===== src/rtl/dsp_pkg.sv =====
// dsp_pkg: shared OPMODE codes, widths and result record for the DSP48A1 MAC sequencer
// Ports: none (package)
package dsp_pkg;
    localparam int A_W   = 18;
    localparam int P_W   = 48;
    localparam int TAG_W = 8;
    // OPMODE bits 4-7 stay 0: no pre-adder, carry-in or post-subtract
    localparam logic [7:0] OPM_MUL  = 8'h01;
    localparam logic [7:0] OPM_MAC  = 8'h09;
    localparam logic [7:0] OPM_HOLD = 8'h08;
    typedef struct packed {
        logic [TAG_W-1:0] tag;
        logic [P_W-1:0]   data;
    } res_t;
endpackage


===== src/rtl/dsp_mac_sequencer_if.sv =====
// dsp_mac_sequencer_if: operand, slice-drive and result signals of the MAC sequencer
// Ports: s_valid/s_ready/s_a/s_b operand handshake; dsp_a/dsp_b/dsp_opmode/dsp_p slice link;
//        r_valid/r_ready/r_data/r_tag result handshake. slave = sequencer side, master = environment side.
interface dsp_mac_sequencer_if;
    import dsp_pkg::*;
    logic             s_valid;
    logic             s_ready;
    logic [A_W-1:0]   s_a;
    logic [A_W-1:0]   s_b;
    logic [A_W-1:0]   dsp_a;
    logic [A_W-1:0]   dsp_b;
    logic [7:0]       dsp_opmode;
    logic [P_W-1:0]   dsp_p;
    logic             r_valid;
    logic             r_ready;
    logic [P_W-1:0]   r_data;
    logic [TAG_W-1:0] r_tag;
    modport slave (
        input  s_valid, s_a, s_b, dsp_p, r_ready,
        output s_ready, dsp_a, dsp_b, dsp_opmode, r_valid, r_data, r_tag
    );
    modport master (
        output s_valid, s_a, s_b, dsp_p, r_ready,
        input  s_ready, dsp_a, dsp_b, dsp_opmode, r_valid, r_data, r_tag
    );
endinterface


===== src/rtl/dsp_res_fifo.sv =====
// dsp_res_fifo: 2-entry result FIFO (48-bit data + 8-bit tag) with registered count
// Ports: clk, rst_n (async, active low); push/din write; pop read; dout head entry; full/empty flags
module dsp_res_fifo
    import dsp_pkg::*;
(
    input  logic clk,
    input  logic rst_n,
    input  logic push,
    input  logic pop,
    input  res_t din,
    output res_t dout,
    output logic full,
    output logic empty
);
    res_t       mem [2];
    logic       wr, rd, push_ok, pop_ok;
    logic [1:0] count;
    assign full    = count == 2'd2;
    assign empty   = count == 2'd0;
    assign push_ok = push & ~full;
    assign pop_ok  = pop & ~empty;
    assign dout    = mem[rd];
    always_ff @(posedge clk or negedge rst_n) begin
        if (!rst_n) begin
            mem[0] <= '0;
            mem[1] <= '0;
            wr     <= 1'b0;
            rd     <= 1'b0;
            count  <= 2'd0;
        end else begin
            if (push_ok) begin
                mem[wr] <= din;
                wr      <= ~wr;
            end
            if (pop_ok) rd <= ~rd;
            count <= count + 2'(push_ok) - 2'(pop_ok);
        end
    end
endmodule


===== src/rtl/dsp_mac_sequencer.sv =====
// dsp_mac_sequencer: drives DSP48A1 A/B/OPMODE to accumulate N_TAPS products and buffers each dot product
// Ports: clk, rst_n (async, active low); bus (slave modport): operand handshake, slice drive and P, tagged result handshake
module dsp_mac_sequencer
    import dsp_pkg::*;
#(
    parameter int N_TAPS  = 4,
    parameter int LAT     = 3,
    parameter int OPM_DLY = 1
) (
    input logic                clk,
    input logic                rst_n,
    dsp_mac_sequencer_if.slave bus
);
    localparam int TW = N_TAPS > 1 ? $clog2(N_TAPS) : 1;
    logic [TW-1:0]           tap;
    logic [OPM_DLY-1:0][7:0] opm_q;
    logic [LAT-1:0]          mark;
    logic [TAG_W-1:0]        tag;
    logic                    run, last, issue, credit, cap, full, empty;
    logic [7:0]              opm_in, inflight, level;
    res_t                    din, head;
    always_comb begin
        inflight = '0;
        for (int i = 0; i < LAT; i++) inflight = inflight + 8'(mark[i]);
    end
    assign level = full ? 8'd2 : (empty ? 8'd0 : 8'd1);
    assign last  = tap == TW'(N_TAPS - 1);
    // every closing tap already in the slice pipeline owns a FIFO slot
    assign credit = level + inflight < 8'd2;
    // run keeps S_READY low while in reset and rises on the first edge after release
    assign bus.s_ready = run & (~last | credit);
    assign issue       = bus.s_valid & bus.s_ready;
    assign bus.dsp_a   = issue ? bus.s_a : '0;
    assign bus.dsp_b   = issue ? bus.s_b : '0;
    // idle cycles feed HOLD so P survives bubbles
    assign opm_in         = !issue ? OPM_HOLD : (tap == '0 ? OPM_MUL : OPM_MAC);
    assign bus.dsp_opmode = opm_q[OPM_DLY-1];
    // marker exit coincides with P holding the finished sum
    assign cap = mark[LAT-1];
    assign din = '{tag: tag, data: bus.dsp_p};
    always_ff @(posedge clk or negedge rst_n) begin
        if (!rst_n) begin
            run   <= 1'b0;
            tap   <= '0;
            opm_q <= {OPM_DLY{OPM_HOLD}};
            mark  <= '0;
            tag   <= '0;
        end else begin
            run <= 1'b1;
            if (issue) tap <= last ? '0 : tap + TW'(1);
            opm_q <= (OPM_DLY * 8)'({opm_q, opm_in});
            mark  <= LAT'({mark, issue & last});
            tag   <= tag + TAG_W'(cap);
        end
    end
    dsp_res_fifo u_fifo (
        .clk   (clk),
        .rst_n (rst_n),
        .push  (cap),
        .pop   (bus.r_valid & bus.r_ready),
        .din   (din),
        .dout  (head),
        .full  (full),
        .empty (empty)
    );
    assign bus.r_valid = ~empty;
    assign bus.r_data  = head.data;
    assign bus.r_tag   = head.tag;
endmodule


===== src/flat_wrapper.sv =====
// flat-port wrapper written by rule: the top's interface ports become plain ports
module dsp_mac_sequencer_flat import dsp_pkg::*;
#(
    parameter int N_TAPS  = 4,
    parameter int LAT     = 3,
    parameter int OPM_DLY = 1
)
  (clk, rst_n, bus_s_valid, bus_s_a, bus_s_b, bus_dsp_p, bus_r_ready, bus_s_ready, bus_dsp_a, bus_dsp_b, bus_dsp_opmode, bus_r_valid, bus_r_data, bus_r_tag);
  dsp_mac_sequencer_if bus_i ();
  input logic clk;
  input logic rst_n;
  input wire logic [$bits(bus_i.s_valid)-1:0] bus_s_valid;
  input wire logic [$bits(bus_i.s_a)-1:0] bus_s_a;
  input wire logic [$bits(bus_i.s_b)-1:0] bus_s_b;
  input wire logic [$bits(bus_i.dsp_p)-1:0] bus_dsp_p;
  input wire logic [$bits(bus_i.r_ready)-1:0] bus_r_ready;
  output wire logic [$bits(bus_i.s_ready)-1:0] bus_s_ready;
  output wire logic [$bits(bus_i.dsp_a)-1:0] bus_dsp_a;
  output wire logic [$bits(bus_i.dsp_b)-1:0] bus_dsp_b;
  output wire logic [$bits(bus_i.dsp_opmode)-1:0] bus_dsp_opmode;
  output wire logic [$bits(bus_i.r_valid)-1:0] bus_r_valid;
  output wire logic [$bits(bus_i.r_data)-1:0] bus_r_data;
  output wire logic [$bits(bus_i.r_tag)-1:0] bus_r_tag;
  assign bus_i.s_valid = bus_s_valid;
  assign bus_i.s_a = bus_s_a;
  assign bus_i.s_b = bus_s_b;
  assign bus_i.dsp_p = bus_dsp_p;
  assign bus_i.r_ready = bus_r_ready;
  assign bus_s_ready = bus_i.s_ready;
  assign bus_dsp_a = bus_i.dsp_a;
  assign bus_dsp_b = bus_i.dsp_b;
  assign bus_dsp_opmode = bus_i.dsp_opmode;
  assign bus_r_valid = bus_i.r_valid;
  assign bus_r_data = bus_i.r_data;
  assign bus_r_tag = bus_i.r_tag;
  dsp_mac_sequencer #(.N_TAPS(N_TAPS), .LAT(LAT), .OPM_DLY(OPM_DLY)) u_core (.clk(clk), .rst_n(rst_n), .bus(bus_i));
endmodule

===== config.mk =====
export PLATFORM = sky130hd
export DESIGN_NAME = dsp_mac_sequencer_flat
export DESIGN_NICKNAME = d
export VERILOG_FILES = /design/src/rtl/dsp_pkg.sv /design/src/rtl/dsp_mac_sequencer_if.sv /design/src/rtl/dsp_res_fifo.sv /design/src/rtl/dsp_mac_sequencer.sv /design/src/flat_wrapper.sv
export SDC_FILE = /design/constraint.sdc
export NUM_CORES = 1
export LEC_CHECK = 0
export BUFFER_PORTS_ARGS = -buffer_cell sky130_fd_sc_hd__buf_2
export CORE_ASPECT_RATIO = 0.6
export CORE_MARGIN = 2
export CORE_UTILIZATION = 47
export DETAILED_ROUTE_END_ITERATION = 8
export PLACE_DENSITY = 0.77
export SLEW_MARGIN = 15
export SYNTH_ARGS = -nofsm -noshare
export SYNTH_HDL_FRONTEND = slang
export SYNTH_SLANG_ARGS = --single-unit

===== constraint.sdc =====
create_clock -name clk -period 2.45 [get_ports clk]
set_clock_uncertainty 0.1 [all_clocks]
set_input_delay 0.1225 -clock clk [delete_from_list [all_inputs] [get_ports clk]]
set_output_delay 0.1225 -clock clk [all_outputs]
set_load 0.02 [all_outputs]

==> results of run 1 <==
power by group through the flow:
| stage | sequential, W | combinational, W | clock [W] |
|---|---|---|---|
| after floorplan | 0.00344 | 0.00312 | 0 |
| after global placement | 0.00353 | 0.00406 | 0 |
| after detailed placement | 0.00363 | 0.00415 | 0 |
| after CTS | 0.00360 | 0.00432 | 0.00260 |
| after global routing | 0.00372 | 0.00459 | 0.00271 |
| final | 0.00361 | 0.00431 | 0.00255 |
timing repair:
| item | CTS | global route |
|---|---|---|
| pin swaps | 2 | 2 |
| setup buffers | 2 | 1 |
| setup endpoints to repair | 40 | 41 |
| resized for setup | 74 | 4 |
| endpoints found under the hold margin | 141 | 0 |
| hold buffers | 51 | 0 |
logic make-up after synthesis:
group / count (synthesis)
compound gates: 3
xor+xnor: 10
fa+ha+maj: 9
buf+inv: 34
flops: 132
mux: 169
other cells: 2
simple gates: 55
cell usage in the layout, fill, tap and decap left out, types with 7 or more instances in the layout:
cell	netlist	layout
dlygate4sd3_1	0	51
ha_1	8	8
xnor2_1	7	7
buf_4	8	7
clkbuf_16	0	17
conb_1	2	7
and2_4	0	37
buf_2	5	145
mux2_4	40	40
buf_6	5	38
mux2_2	129	129
dfrtp_1	131	130
critical path, cell delays in order, from the launching register on:
cell,delay [ps]
dfrtp_1,380
ha_1,290
ha_1,300
a21o_1,190
fa_1,450
o21ai_2,160
and3_4,250
buf_12,150
and2_4,150
buf_6,110
final cells by class:
class | instances | area, sq um | area share, %
clock buffers | 17 | 425 | 4.87
inverters | 5 | 18.8 | 0.215
well taps | 170 | 213 | 2.44
clock inverters | 15 | 173 | 1.98
repair buffers | 247 | 1840 | 21.0
multi-input cells | 253 | 2760 | 31.6
flip-flops and latches | 132 | 3310 | 37.9
per-stage QoR:
step,cells,utilization (%),setup slack [ps],total power (W),hold WS [ps]
floorplan,419,-,-24.1,0.00655,-273
global placement,753,57.2,-180,0.00760,58.2
detailed placement,753,57.2,-236,0.00778,82.5
CTS,838,67.8,-657,0.0105,195
global route,839,67.9,-714,0.0110,227
finish,839,67.9,-623,0.0105,181
metal layers:
layer	routed length (um)	vias to the layer above	global-route usage, %
met5	0	-	0
met4	115	0	6.07
met3	648	14	5.10
met2	7420	117	36.9
met1	6090	2065	25.3
li1	-	1909	-
path summary, 6_finish.rpt:
path | startpoint | endpoint | cells after the start
max in group asynchronous | rst_n | u_core.u_fifo.mem[40]$_DFFE_PN0P_ | 3
worst max-delay path | u_core.mark[0]$_DFF_PN0_ | bus_dsp_b[3] | 9
worst min-delay path | rst_n | u_core.u_fifo.mem[28]$_DFFE_PN0P_ | 2
worst max register to register | u_core.mark[0]$_DFF_PN0_ | u_core.tap[1]$_DFFE_PN0P_ | 9
worst min register to register | u_core.mark[0]$_DFF_PN0_ | u_core.mark[1]$_DFF_PN0_ | 0
min in group clk | u_core.mark[0]$_DFF_PN0_ | u_core.mark[1]$_DFF_PN0_ | 0
registers in the layout (all words and copies together) (netlist names):
signal / cells
u_core.u_fifo.mem: 112
u_core.tag: 8
u_core.mark: 3
u_core.bus.dsp_opmode: 2
u_core.tap: 2
u_core.u_fifo.count: 2
u_core.run: 1
u_core.u_fifo.rd: 1
u_core.u_fifo.wr: 1
==> qor.csv, run 1 <==
stage;metric;value;unit
run_status;result_of_the_run;finished, violations left;
run_status;failed_checks;negative setup slack;
sta;finalSetupViolations;39;
die;die_height;92.9;um
power;seq_power_share;34.5;%
global_route;number_of_global_route_vias_before_repair;4687;
sta;maximum_frequency_from_static_timing_analysis;325;MHz
die;io_pins;190;
synth;synth.top_cells.by_count;131 x dfrtp_1, 129 x mux2_2, 40 x and2_1, 40 x mux2_4;
global_route;grt_start_max_net_pins;52;
sta;setup_ws;-623;ps
power;power_per_cell_area;1200;nW/um^2
global_route;antenna_violations_before_repair;0;
finish;share_of_post_route_cells_with_drive_strength_above_1;66.2;%
drt;drt-initial-drc-count;119;
placed_design;place.detailed.hpwl;9160;um
finish;design_area;8730;sq um
synth;number_of_enable_type_register_cells_in_the_synthesized_netlist;0;
cts;clock_tree_from_tritoncts;built;
synth;netlist_area;6200;sq um
worst_setup_path;crit_path_end_kind;primary output;
die;floorplan.core_area;12900;sq um
worst_setup_path;critPathLaunchType;register;
synth;seq_area_frac_synth;53.3;%
finish;fill_cells;883;
global_route;track_usage;20.8;%
sta;total_count_of_max_transition_violations_in_the_final_report;0;
die;core.rowCount;32;
cts;htree_levels;4;
synth;synthDistinctLibCells;26;
worst_setup_path;crit_path_max_fanout;20;
drt;via_count;4105;
synth;synth_compound_gate_area_share;0.283;%
run;drv_cap;0;
synth;ys_top_cells_by_area;dfrtp_1 53%, mux2_2 23%, mux2_4 9.7%;
synth;netlist.area_leader.share;52.9;%
power;ir_drop_worst_vdd;518;uV
worst_setup_path;reg2reg_slack;-290;ps
synth;synthMuxAreaShare;33.1;%
worst_setup_path;worst_ep_required_time;2230;ps
sta;timing.max_slew.rel_slack;56.8;%
sta;period_share;125;%
worst_setup_path;critical_path_arrival;2850;ps
cts;clock-sinks;132;
global_route;grt-ovfl-total;0;
finish;layout-area-overhead-vs-synth;40.9;%
cts;clk_path_buf_depth;2;
synth;post_synth_and_or_nand_nor_area_fraction;5.47;%
finish;design.final.nets;753;
cts;clk_pin_slew_worst_paths;60;ps
die;die_w;152;um
synth;synth.avg_cell_area;15.0;sq um
cts;cts.root.buffer_cell;clkbuf_16;
sta;worstMarginPinSlew;647;ps
placed_design;io_buffers;183;
synth;yosys.cell_count.top_type;dfrtp_1;
cts;tritoncts.num_buffers;17;
synth;synth_warnings;0;
synth;synth_seq_cells;132;
power;power.clock.fraction;24.3;%
min_path;timing.hold.worst.class;in -> async;
die;floorplan.die_area;14100;sq um
drt;avgViaCountPerCell;4.89;
power;leakage;4.27;nW
drt;drt-pass1-iter-count;4;
drt;drt_drc_violations_left;0;
sta;timing.setup.tns;-22630;ps
power;cellInternalPower;0.00684;W
drt;drt-total-wl;14300;um
power;p_sw_share;34.6;%
placed_design;gpl.final_weighted_congestion;0.760;
finish;antenna_cells_inserted;0;
synth;largest_family_of_logic_cells_by_synthesized_area;multiplexers;
sta;finalWorstPathRequiredPeriod;3070;ps
placed_design;area_after_detailed_placement;7360;sq um
worst_setup_path;timing.setup.critical_path_class;reg -> out;
sta;unrepaired_setup_endpoints_after_global_routing;yes;
power;relative_contribution_of_combinational_cells_to_total_power;41.1;%
synth;post_synth_xor_area_fraction;1.41;%
synth;yosysTopAreaCell;dfrtp_1;
synth;asyncSetResetFlopFracSynth;100;%
synth;syn-instance-count;414;
die;floorplan.initialDensity;48.2;%
synth;synth_top_flop_cell;dfrtp_1;
power;p_sw;0.00363;W
drt;ant_nets;0;
drt;avgRoutedWirePerCell;17.0;um
synth;synth_adder_area_share;1.94;%
cts;worstSkewPairLatency;410;ps
sta;report.final.hold_viol_count;0;
global_route;grt_pass1_wl;23100;um
(Power assumes the default switching activity.)
==> inputs of run 2 (changes only) <==
Settings changed: CORE_UTILIZATION 47 to 50, PLACE_DENSITY 0.77 to 0.78.
Clock period 2.45 ns to 3.4 ns, I/O delays scaled along.
==> run 2 against run 1 <==
Net effect: the flow now finishes without violations; combinational power is 32% lower; via count is 0.44% lower; die area is 5.8% lower; clock power is 25% lower; design area is 4.5% lower; setup slack better by 860 ps; global-route usage is 0.33 points higher; wire length is 4.6% lower; critical path type unchanged.
==> qor.csv, run 2 (same netlist as run 1, synthesis figures left out) <==
stage;metric;value;unit
run_status;result_of_the_run;complete, no violations;
cts;worstSkewPairLatency;400;ps
placed_design;post-place-ws;530;ps
worst_setup_path;critPathMostFrequentCell;ha_1;
worst_setup_path;cell_chain_critical_path;ha_1 > ha_1 > a21o_1 > fa_1 > o21ai_1 > and3_1 > buf_8 > and2_1 > buf_2;
power;leakage;4.15;nW
die;floorplan.core_area;12100;sq um
sta;total_count_of_max_transition_violations_in_the_final_report;0;
finish;regMostFlops;u_core.u_fifo.mem;
drt;drt-initial-drc-count;129;
drt;avgViaCountPerCell;4.95;
cts;tritoncts.num_buffers;17;
sta;worstMarginPinSlew;915;ps
drt;avgRoutedWirePerCell;16.5;um
placed_design;gpl.final_weighted_congestion;0.793;
die;floorplan.die_area;13300;sq um
worst_setup_path;crit-reg2reg-launch;u_core.mark[0]$_DFF_PN0_;
drt;drt-total-wl;13600;um
run;drv_cap;0;
sta;timing.max_slew.rel_slack;39.0;%
finish;ff_latch_area;3310;sq um
drt;drt_drc_violations_left;0;
worst_setup_path;startpoint;u_core.mark[0]$_DFF_PN0_;
die;floorplan.initialDensity;51.4;%
power;ir_drop_worst_vdd;408;uV
drt;via_count;4087;
worst_setup_path;reg2reg_slack;660;ps
min_path;timing.hold.worst.class;reg -> reg;
die;io_pins;190;
global_route;number_of_global_route_vias_before_repair;4588;
cts;clock-sinks;132;
finish;largest_reg_flops;112;
global_route;track_usage;21.1;%
drt;ant_nets;0;
worst_setup_path;crit_path_max_fanout;41;
sta;maximum_frequency_from_static_timing_analysis;316;MHz
placed_design;io_buffers;183;
sta;unrepaired_setup_endpoints_after_global_routing;no;
finish;layout-area-overhead-vs-synth;34.6;%
finish;fill_cells;838;
finish;commonest_cells_after_routing_fill_and_taps_aside;182 x buf_2, 130 x dfrtp_1, 129 x mux2_2, 51 x dlygate4sd3_1;
global_route;grt_pass1_wl;22400;um
worst_setup_path;critPathLaunchType;register;
sta;period_share;93.1;%
worst_setup_path;critical_path.max_stage_delay;420;ps
placed_design;cells_after_dpl;743;
worst_setup_path;crit_path_end_kind;primary output;
sta;setup_ws;234;ps
finish;largestRegisters;u_core.u_fifo.mem (112), u_core.tag (8), u_core.mark (3);
cts;clk_pin_slew_worst_paths;60;ps
cts;number_of_buffers_inserted_by_post_cts_setup_repair;0;
cts;htree_levels;4;
worst_setup_path;timing.setup.critical_path_class;reg -> out;
sta;report.final.hold_viol_count;0;
worst_setup_path;worst_ep_required_time;3130;ps
finish;antenna_cells_inserted;0;
global_route;grt_start_max_net_pins;72;
drt;drt-pass1-iter-count;4;
global_route;antenna_violations_before_repair;0;
min_path;hold_start;u_core.mark[0]$_DFF_PN0_;
die;die_w;148;um
cts;cts.root.buffer_cell;clkbuf_16;
finish;design.final.nets;745;
worst_setup_path;slowest_stage;fa_1;
finish;share_of_post_route_cells_with_drive_strength_above_1;59.9;%
die;die_height;90.2;um
global_route;grt-ovfl-total;0;
die;core.rowCount;31;
sta;finalSetupViolations;0;
finish;fin_cells;826;
sta;timing.setup.tns;0;ps
cts;clock_tree_from_tritoncts;built;
finish;final_common_cell;buf_2;
sta;finalWorstPathRequiredPeriod;3170;ps
power;power_per_cell_area;901;nW/um^2
worst_setup_path;critical_path_arrival;2900;ps
cts;clk_path_buf_depth;2;
placed_design;place.detailed.hpwl;8830;um
finish;multi_input_comb_area;2660;sq um
[run 2: what timing repair did]
item	4_1_cts	5_1_grt
hold buffers	51	0
endpoints found under the hold margin	168	0
setup endpoints to repair	0	36
resized for setup	0	3
[run 2: power breakdown]
part           total [W]  internal (W)  switching [W]
sequential       0.00266       0.00222       0.000434
combinational    0.00294       0.00152        0.00142
clock            0.00191       0.00123       0.000680
[run 2: worst paths after layout]
kind	endpoint	cells after the start
min reg2reg	u_core.mark[1]$_DFF_PN0_	0
max	bus_dsp_a[3]	9
min	u_core.mark[1]$_DFF_PN0_	0
max in group asynchronous	u_core.bus.dsp_opmode[3]$_DFF_PN1_	3
min in group asynchronous	u_core.u_fifo.mem[73]$_DFFE_PN0P_	2
max reg2reg	u_core.tap[1]$_DFFE_PN0P_	8
[run 2: worst max-delay path: cells and delay by family, from the launching register on]
kind                     cells  cell delay [ps]
adder cells (fa/ha/maj)      3             1030
AO/OA/AOI/OAI                2              350
flip-flops                   1              380
buffers and inverters        2              360
AND/OR/NAND/NOR              2              360
[run 2: per-stage QoR]
| step | power (W) | util (%) | instance area [sq um] | hold slack, ps |
|---|---|---|---|---|
| 2_1_floorplan | 0.00468 | - | 6210 | -226 |
| 3_3_place_gp | 0.00542 | 59.6 | 7190 | 225 |
| 3_5_place_dp | 0.00556 | 59.6 | 7190 | 247 |
| 4_1_cts | 0.00755 | 69.1 | 8330 | 291 |
| 5_1_grt | 0.00789 | 69.1 | 8340 | 297 |
| 6_report | 0.00751 | 69.1 | 8340 | 287 |
[run 2: layout make-up]
class	instances	share of cell area, %
flip-flops and latches	132	39.6
repair buffers	239	18.3
clock inverters	11	1.79
inverters	5	0.225
well taps	165	2.48
clock buffers	21	5.76
multi-input cells	253	31.8
[run 2: per-layer routing]
metal / vias up / wire (um) / GRT usage, %
li1: 1885 / - / -
met1: 2055 / 5960 / 26.7
met2: 137 / 6870 / 36.7
met3: 10 / 685 / 4.26
met4: 0 / 106 / 6.41
met5: - / 0 / 0
